## src/rtl/spi_shift_if.sv

```systemverilog
// Host-side bus of spi_shift: transfer control, character setup and
// received-data return.
interface spi_shift_if #(
    parameter int CHAR_LEN_MAX = 32,
    parameter int LEN_W        = 5
);
    logic                    go;
    logic [LEN_W-1:0]        len;
    logic                    lsb;
    logic                    tx_negedge;
    logic                    rx_negedge;
    logic                    wr_en;
    logic [CHAR_LEN_MAX-1:0] wr_data;
    logic [CHAR_LEN_MAX-1:0] rx_data;
    logic                    done;

    modport master (
        output go, len, lsb, tx_negedge, rx_negedge, wr_en, wr_data,
        input  rx_data, done
    );

    modport slave (
        input  go, len, lsb, tx_negedge, rx_negedge, wr_en, wr_data,
        output rx_data, done
    );
endinterface

```

## src/rtl/spi_shift.sv

```systemverilog
// SPI serial data engine: shifts MOSI and samples MISO on the SCLK edge
// strobes from spi_clgen, and reports tip/lstclk back to it.
module spi_shift #(
    parameter int CHAR_LEN_MAX = 32,
    parameter int LEN_W        = 5
) (
    input  logic        wb_clk,
    input  logic        wb_reset,
    input  logic        pos_edge,
    input  logic        neg_edge,
    input  logic        s_in,
    output logic        s_out,
    output logic        tip,
    output logic        lstclk,
    spi_shift_if.slave  bus
);
    localparam logic [0:0] IDLE = 1'b0;
    localparam logic [0:0] XFER = 1'b1;

    logic [0:0]              state;
    logic [CHAR_LEN_MAX-1:0] tx_reg;
    logic [CHAR_LEN_MAX-1:0] rx_reg;
    logic [LEN_W-1:0]        tx_idx;
    logic [LEN_W-1:0]        rx_idx;
    logic [LEN_W-1:0]        last_idx;
    logic                    lsb_q;
    logic                    done_q;

    logic                    tx_edge;
    logic                    rx_edge;
    logic                    rx_last;
    logic                    tx_advance;
    logic [LEN_W-1:0]        start_last;
    logic [LEN_W-1:0]        first_pos;
    logic [LEN_W-1:0]        rx_pos;
    logic [LEN_W-1:0]        tx_nxt;
    logic [LEN_W-1:0]        tx_pos_nxt;
    logic [CHAR_LEN_MAX-1:0] txd_start;

    assign tx_edge    = bus.tx_negedge ? neg_edge : pos_edge;
    assign rx_edge    = bus.rx_negedge ? neg_edge : pos_edge;

    // len==0 wraps to CHAR_LEN_MAX-1, which is exactly the last index.
    assign start_last = bus.len - LEN_W'(1);
    assign first_pos  = bus.lsb ? '0 : start_last;
    assign txd_start  = bus.wr_en ? bus.wr_data : tx_reg;

    assign rx_last    = (rx_idx == last_idx);
    assign rx_pos     = lsb_q ? rx_idx : last_idx - rx_idx;
    assign tx_nxt     = tx_idx + LEN_W'(1);
    assign tx_pos_nxt = lsb_q ? tx_nxt : last_idx - tx_nxt;
    // Launch the next bit only once the current one has been (or is being) sampled.
    assign tx_advance = tx_edge && (tx_idx < last_idx) && ((rx_idx > tx_idx) || rx_edge);

    assign tip         = (state == XFER);
    // NOTE: lstclk is decoded from registers only, so spi_clgen sees no combinational path from its own strobes.
    assign lstclk      = tip && rx_last;
    assign bus.rx_data = rx_reg;
    assign bus.done    = done_q;

    // NOTE: all state uses non-blocking assignments so every branch sees pre-edge values.
    always_ff @(posedge wb_clk) begin
        if (wb_reset) begin
            state    <= IDLE;
            tx_reg   <= '0;
            rx_reg   <= '0;
            tx_idx   <= '0;
            rx_idx   <= '0;
            last_idx <= '0;
            lsb_q    <= 1'b0;
            done_q   <= 1'b0;
            s_out    <= 1'b0;
        end else begin
            done_q <= 1'b0;
            case (state)
                IDLE: begin
                    if (bus.wr_en) begin
                        tx_reg <= bus.wr_data;
                    end
                    if (bus.go) begin
                        state    <= XFER;
                        tx_idx   <= '0;
                        rx_idx   <= '0;
                        rx_reg   <= '0;
                        last_idx <= start_last;
                        lsb_q    <= bus.lsb;
                        s_out    <= txd_start[first_pos];
                    end
                end
                XFER: begin
                    if (rx_edge) begin
                        rx_reg[rx_pos] <= s_in;
                        rx_idx         <= rx_idx + LEN_W'(1);
                        if (rx_last) begin
                            state  <= IDLE;
                            done_q <= 1'b1;
                        end
                    end
                    if (tx_advance) begin
                        tx_idx <= tx_nxt;
                        s_out  <= tx_reg[tx_pos_nxt];
                    end
                end
            endcase
        end
    end
endmodule

```

## src/flat_wrapper.sv

```systemverilog
// flat-port wrapper written by rule: the top's interface ports become plain ports
module spi_shift_flat 
#(
    parameter int CHAR_LEN_MAX = 32,
    parameter int LEN_W        = 5
)
  (wb_clk, wb_reset, pos_edge, neg_edge, s_in, s_out, tip, lstclk, bus_go, bus_len, bus_lsb, bus_tx_negedge, bus_rx_negedge, bus_wr_en, bus_wr_data, bus_rx_data, bus_done);
  spi_shift_if #(.CHAR_LEN_MAX(CHAR_LEN_MAX), .LEN_W(LEN_W)) bus_i ();
  input  logic wb_clk;
  input  logic wb_reset;
  input  logic pos_edge;
  input  logic neg_edge;
  input  logic s_in;
  output logic s_out;
  output logic tip;
  output logic lstclk;
  input wire logic [$bits(bus_i.go)-1:0] bus_go;
  input wire logic [$bits(bus_i.len)-1:0] bus_len;
  input wire logic [$bits(bus_i.lsb)-1:0] bus_lsb;
  input wire logic [$bits(bus_i.tx_negedge)-1:0] bus_tx_negedge;
  input wire logic [$bits(bus_i.rx_negedge)-1:0] bus_rx_negedge;
  input wire logic [$bits(bus_i.wr_en)-1:0] bus_wr_en;
  input wire logic [$bits(bus_i.wr_data)-1:0] bus_wr_data;
  output wire logic [$bits(bus_i.rx_data)-1:0] bus_rx_data;
  output wire logic [$bits(bus_i.done)-1:0] bus_done;
  assign bus_i.go = bus_go;
  assign bus_i.len = bus_len;
  assign bus_i.lsb = bus_lsb;
  assign bus_i.tx_negedge = bus_tx_negedge;
  assign bus_i.rx_negedge = bus_rx_negedge;
  assign bus_i.wr_en = bus_wr_en;
  assign bus_i.wr_data = bus_wr_data;
  assign bus_rx_data = bus_i.rx_data;
  assign bus_done = bus_i.done;
  spi_shift #(.CHAR_LEN_MAX(CHAR_LEN_MAX), .LEN_W(LEN_W)) u_core (.wb_clk(wb_clk), .wb_reset(wb_reset), .pos_edge(pos_edge), .neg_edge(neg_edge), .s_in(s_in), .s_out(s_out), .tip(tip), .lstclk(lstclk), .bus(bus_i));
endmodule
```

## config.mk

```make
export PLATFORM = sky130hd
export DESIGN_NAME = spi_shift_flat
export DESIGN_NICKNAME = d
export VERILOG_FILES = /design/src/rtl/spi_shift_if.sv /design/src/rtl/spi_shift.sv /design/src/flat_wrapper.sv
export SDC_FILE = /design/constraint.sdc
export NUM_CORES = 1
export LEC_CHECK = 0
export BUFFER_PORTS_ARGS = -buffer_cell sky130_fd_sc_hd__buf_2
export CAP_MARGIN = 20
export CELL_PAD_IN_SITES_DETAIL_PLACEMENT = 0
export CELL_PAD_IN_SITES_GLOBAL_PLACEMENT = 1
export CORE_UTILIZATION = 25
export CTS_CLUSTER_SIZE = 14
export DETAILED_ROUTE_END_ITERATION = 10
export MAX_ROUTING_LAYER = met4
export PLACE_DENSITY_LB_ADDON = 0.1
export RECOVER_POWER = 25
export SLEW_MARGIN = 20
export SYNTH_ARGS = -nofsm -noshare
export SYNTH_HDL_FRONTEND = slang
export SYNTH_SLANG_ARGS = --single-unit
```

## constraint.sdc

```tcl
create_clock -name wb_clk -period 7.55 [get_ports wb_clk]
set_input_delay 0.3775 -clock wb_clk [delete_from_list [all_inputs] [get_ports wb_clk]]
set_output_delay 0.3775 -clock wb_clk [all_outputs]
set_load 0.01 [all_outputs]
```

# [Word-level counts from Yosys, hierarchy flattened]
# Cells that the tools add are included.
[totals] word_cells=64 in_bits=47 register_bits=83 out_inout_bits=36
[op_classes] bitwise=2 eq_ne=4 mux=29 order_cmp=6 n_reduce_logical=9 addsub=5
[ops] op="$mux W32" count=3
[ops] op="$pmux W32 S2" count=1
[ops] op="$bwmux W32" count=1
[ops] op="$mux W5" count=6
[ops] op="$pmux W5 S2" count=2
[ops] op="$lt A5 B6 Y1 const B" count=3
[ops] op="$mux W1" count=11
[ops] op="$add A5 B1 Y5 const B" count=2
[ops] op="$bmux W1 S5" count=2
[ops] op="$sub A5 B5 Y5" count=2
[ops] op="$ne A2 B2 Y1 const B" count=3
[ops] op="$reduce_and A2 Y1" count=3
[ops] op="$demux W1 S5" count=1
[ops] op="$eq A5 B5 Y1" count=1
[ops] op="$ge A5 B1 Y1 const B" count=1
[ops] op="$gt A5 B5 Y1" count=1
[ops] op="$lt A5 B5 Y1" count=1
[ops] op="$sub A5 B1 Y5 const B" count=1
[ops] op="$logic_and A1 B1 Y1" count=4
[ops] op="$pmux W1 S2" count=2
[ops] op="$reduce_or A3 Y1" count=1
[ops] op="$not A1 Y1" count=2
[ops] op="$logic_or A1 B1 Y1" count=1

# [Depth between registers and ports, before layout]
[logic_depth] ltp_word=9 ltp_mapped=13 depth_no_buf=11

# [Worst setup path after synthesis]
# Ideal clock, no wire load.
[synth_timing] path_type="flip-flop to flip-flop" start="register u_core.tx_idx[0]" end="register u_core.s_out" t_required_ns=7.417 n_path_buf=0 slack_ns=4.724 arrival_ns=2.693 setup_ns=0.133 path_stages_with_launch=10 synth_period_minus_slack_ns=2.826 cell_sequence="dfxtp_1 > ha_1 > inv_1 > fa_1 > mux2i_2 > mux4_2 > and3_1 > a221oi_1 > or3b_1 > a211oi_2"
[synth_via] elab_chain_len=7 elab_cells_between_ends=14 cone_classes="add/sub (2); order compare (2); eq/ne (1); mux (5); reduce/logical (4)"
[synth_rtl] element="start: declaration" line_no="spi_shift.sv:23" source="logic [LEN_W-1:0] tx_idx;"
[synth_rtl] element="start signal: assignment" line_no="spi_shift.sv:100" source="tx_idx <= tx_nxt;"
[synth_rtl] element="$add A5 B1 Y5" line_no="spi_shift.sv:50" source="assign tx_nxt = tx_idx + LEN_W'(1);"
[synth_rtl] element="$sub A5 B5 Y5" line_no="spi_shift.sv:51" source="assign tx_pos_nxt = lsb_q ? tx_nxt : last_idx - tx_nxt;"
[synth_rtl] element="$mux W5" line_no="spi_shift.sv:51"
[synth_rtl] element="$bmux W1 S5" line_no="spi_shift.sv:101" source="s_out <= tx_reg[tx_pos_nxt];"
[synth_rtl] element="$mux W1 (implied by the code)" line_no="spi_shift.sv:101"
[synth_rtl] element="$mux W1" line_no="spi_shift.sv:99" source="if (tx_advance) begin"
[synth_rtl] element="$pmux W1 S2" line_no="spi_shift.sv:75" source="case (state)"
[synth_rtl] element="end signal: assignment" line_no="spi_shift.sv:87" source="s_out <= txd_start[first_pos];"
[synth_rtl] element="end signal: assignment" line_no="spi_shift.sv:101"
[synth_rtl] element="end: declaration" line_no="spi_shift.sv:12" source="output logic s_out,"
# Several ways; a longest one is shown, not always the timed one. The select of a mux whose other input is x is not followed.
# A chain may end at the register's enable or synchronous reset.

# [Worst setup path in the final report]
# Same ends and word-level chain as after synthesis.

==> reports/qor.txt <==
RUN STATUS
-----------------------------------------------------------------------------------------------
Outcome                                                                            finished clean

FINAL LAYOUT
-----------------------------------------------------------------------------------------------
Non-filler cells in the finished layout                                                     932
Layout Utilization                                                                        0.301
Post-synthesis to final-layout area growth                                                18.2%
N_diodes                                                                                      0
Number of nets in the layout                                                                727
Fill cell count                                                                            2180
Most common library cell in the layout ignoring fill and taps                      sky130_fd_sc_hd__nand2_1
Leading cell types in the layout, fill and taps excluded                           sky130_fd_sc_hd__nand2_1 (89), sky130_fd_sc_hd__dfxtp_1 (83), sky130_fd_sc_hd__a21oi_1 (75), sky130_fd_sc_hd__buf_2 (53), sky130_fd_sc_hd__nand4_1 (33)
Share of final-layout standard cells stronger than drive strength 1                       0.165

LOGIC SYNTHESIS
-----------------------------------------------------------------------------------------------
Register bit total from synthesis                                                            83
Post-synth ARST share                                                                         0
Dominant cell type by area after synthesis                                         sky130_fd_sc_hd__dfxtp_1
Average instance area after synthesis                                                 8.57 um^2
Share of the yosys chip area belonging to registers                                       0.322
Synth top area cells                                                               sky130_fd_sc_hd__dfxtp_1 (32%), sky130_fd_sc_hd__a21oi_1 (7.3%), sky130_fd_sc_hd__nand2_1 (6.5%)
Unique masters post-synth                                                                    63
Area of the mapped netlist                                                         0.00516 mm^2
Number of synthesized flops with an enable pin                                                0
Area share of the largest cell type after synthesis                                       0.322
Mapped Cells                                                                                602
Dominant synthesized flop cell                                                     sky130_fd_sc_hd__dfxtp_1
Number of synthesis warnings                                                                  0
Net Count, Synth                                                                            672

WORST SETUP PATH
-----------------------------------------------------------------------------------------------
Start point of the critical path                                                   u_core.tx_idx[0]
Highest fanout seen on the critical path                                                      8
Launch instance of the worst register-to-register path                             u_core.tx_idx[0]
Critical path type                                                                 flip-flop to flip-flop
Kind of capture point of the worst setup path                                         flip-flop
Endpoint required time on the critical path                                             7.73 ns
Worst setup SP type                                                                   flip-flop
WP data arrival                                                                         3.42 ns

CLOCKING
-----------------------------------------------------------------------------------------------
Clock network latency to the later pin of the worst-skew pair                           0.35 ns
Number of instances resized during post-cts repair                                            0
Clock tree from TritonCTS                                                                   yes
Clock root cell                                                                    sky130_fd_sc_hd__clkbuf_16
Number of sinks handled by clock tree synthesis                                              83
CTS H-tree depth                                                                              3
Maximum root-to-sink buffer count                                                             2
Clock input transition at the sequential cells of the worst setup and hold paths        0.07 ns
Post-CTS Hold Fix Bufs                                                                        0
Setup bufs post-CTS                                                                           0
Number of CTS-inserted buffers                                                                9

POWER
-----------------------------------------------------------------------------------------------
Power Total                                                                             1.28 mW
Power density over the cells                                                        209 mW/mm^2
Standby leakage power                                                                   2.19 nW
Peak ir drop on the vdd network                                                        0.132 mV

DIE
-----------------------------------------------------------------------------------------------
Number of rows created at floorplan                                                          52
Initial Util                                                                              0.255
Die Y                                                                                    146 um
Core Footprint                                                                      0.0202 mm^2
Ports                                                                                        83
Die span in x                                                                            146 um
Full die area                                                                       0.0212 mm^2

GLOBAL ROUTING
-----------------------------------------------------------------------------------------------
Largest net degree at the start of global routing                                            84
Global-route usage over all layers                                                        0.174
Overflow after GRT                                                                            0
Antenna violations before repair                                                              0
Via count of the first global-routing pass                                                 4778
First-pass GRT wire length                                                              27.9 mm

DRT
-----------------------------------------------------------------------------------------------
First-pass detailed-route iteration total                                                     5
Remaining number of nets flagged by the antenna check after routing                           0
Detail-routed via count per cell                                                           5.22
DRC violation count after routing                                                             0
WL/cell                                                                                 18.9 um
Via count                                                                                  4861
1st-iter DRT viols                                                                          225
Total detailed-routing wirelength                                                       17.6 mm

STA
-----------------------------------------------------------------------------------------------
Setup TNS                                                                                  0 ns
Final hold viol count                                                                         0
Final hold slack                                                                       0.278 ns
Unrepaired setup endpoints after global routing                                              no
Worst slew pin tran                                                                     1.12 ns
Headroom to the max-slew limit                                                            0.252
Final Slew Violations                                                                         0
Worst Clk Skew                                                                       0.00712 ns
Tmin final                                                                              3.24 ns
Fmax                                                                                    309 MHz
Post-route clock period utilization                                                       0.429
# setup viols final                                                                           0

RUN
-----------------------------------------------------------------------------------------------
Count of max-cap constraint violations                                                        0

HOLD PATH
-----------------------------------------------------------------------------------------------
Kind of path behind the tightest hold check                                        primary input to flip-flop
Worst Min Path Start                                                               bus_wr_data[17]

PLACEMENT
-----------------------------------------------------------------------------------------------
Port bufs                                                                                    82
DPL Wire Length                                                                         12.3 mm
Last weighted congestion value of the routability-driven placer                           0.797
Placed Cells                                                                                916

[area by class of cell]
cell class | count | area (um^2) | area share
timing repair buffer | 91 | 442 | 0.0724
multi-input combinational | 451 | 3240 | 0.531
clock buffer | 11 | 253 | 0.0414
clock inverter | 5 | 85.1 | 0.0140
sequential | 83 | 1660 | 0.272
inverter | 21 | 78.8 | 0.0129
tap | 270 | 338 | 0.0554
[final timing paths]
path | endpoint | slack (ns) | cells after the start
worst max-delay path | u_core.s_out | 4.31 | 9
worst min-delay path | u_core.tx_reg[17] | 0.28 | 3
worst max register to register | u_core.s_out | 4.31 | 9
worst min register to register | u_core.tx_reg[1] | 0.47 | 2
[cell usage after synthesis (3+ instances only)]
master and number:
sky130_fd_sc_hd__a21oi_1 75, sky130_fd_sc_hd__nor2b_1 9, sky130_fd_sc_hd__a221oi_1 5, sky130_fd_sc_hd__clkbuf_1 36, sky130_fd_sc_hd__nor3b_1 4, sky130_fd_sc_hd__o21ai_0 9
sky130_fd_sc_hd__nand3_1 11, sky130_fd_sc_hd__buf_1 3, sky130_fd_sc_hd__nand2_1 89, sky130_fd_sc_hd__o311ai_0 32, sky130_fd_sc_hd__or2_2 4, sky130_fd_sc_hd__a211oi_1 6
sky130_fd_sc_hd__nor4_1 4, sky130_fd_sc_hd__mux2_2 5, sky130_fd_sc_hd__inv_1 21, sky130_fd_sc_hd__mux2i_1 15, sky130_fd_sc_hd__mux4_1 7, sky130_fd_sc_hd__buf_2 6
sky130_fd_sc_hd__and2_1 3, sky130_fd_sc_hd__dfxtp_1 83, sky130_fd_sc_hd__nor2_1 26, sky130_fd_sc_hd__and3_1 4, sky130_fd_sc_hd__mux4_2 12, sky130_fd_sc_hd__o21a_1 5
sky130_fd_sc_hd__nand4_1 33, sky130_fd_sc_hd__ha_1 21, sky130_fd_sc_hd__xor2_1 3, sky130_fd_sc_hd__nor3_1 11, sky130_fd_sc_hd__nand2b_1 6, sky130_fd_sc_hd__xnor2_1 12
[cell families (layout without fill, tap and decap cells)]
logic type,count (synthesis),in the layout,share of synthesized area
and+or+nand+nor,217,217,0.207
AOI/OAI and AO/OA,155,155,0.199
DFF,83,83,0.322
buffers and inverters,68,128,0.0531
muxes,41,41,0.135
adders and majority gates,23,23,0.0587
xor gates and xnor gates,15,15,0.0255
[metrics by stage]
stage	setup slack (ns)	instance area (um^2)
2_1_floorplan	4.72	5160
3_3_place_gp	4.18	5800
3_5_place_dp	4.13	5800
4_1_cts	4.24	6130
5_1_grt	4.07	6100
6_report	4.31	6100
[worst max-delay path, cell delays in order (launching register included)]
cell and delay, ns:
sky130_fd_sc_hd__dfxtp_1 0.50, sky130_fd_sc_hd__ha_1 0.32, sky130_fd_sc_hd__inv_1 0.11, sky130_fd_sc_hd__fa_1 0.43, sky130_fd_sc_hd__mux2i_2 0.50, sky130_fd_sc_hd__mux4_2 0.59, sky130_fd_sc_hd__and3_1 0.20, sky130_fd_sc_hd__a221oi_1 0.19
sky130_fd_sc_hd__or3b_1 0.17, sky130_fd_sc_hd__a211oi_2 0.06
[routing by layer]
layer,vias up,routed length [um],track usage
met1,2365,8500,0.230
met2,115,8260,0.277
li1,2361,-,-
met5,-,0,-
met3,20,560,0.0257
met4,0,272,0.0484
[power breakdown]
group	total, mW	internal, mW	switching (mW)	leakage [nW]
Combinational	0.295	0.107	0.188	1.35
Sequential	0.474	0.454	0.0209	0.675
Clock	0.508	0.309	0.199	0.162
Total	1.28	0.870	0.407	2.19
No activity file was read; power rests on OpenSTA's default activity.
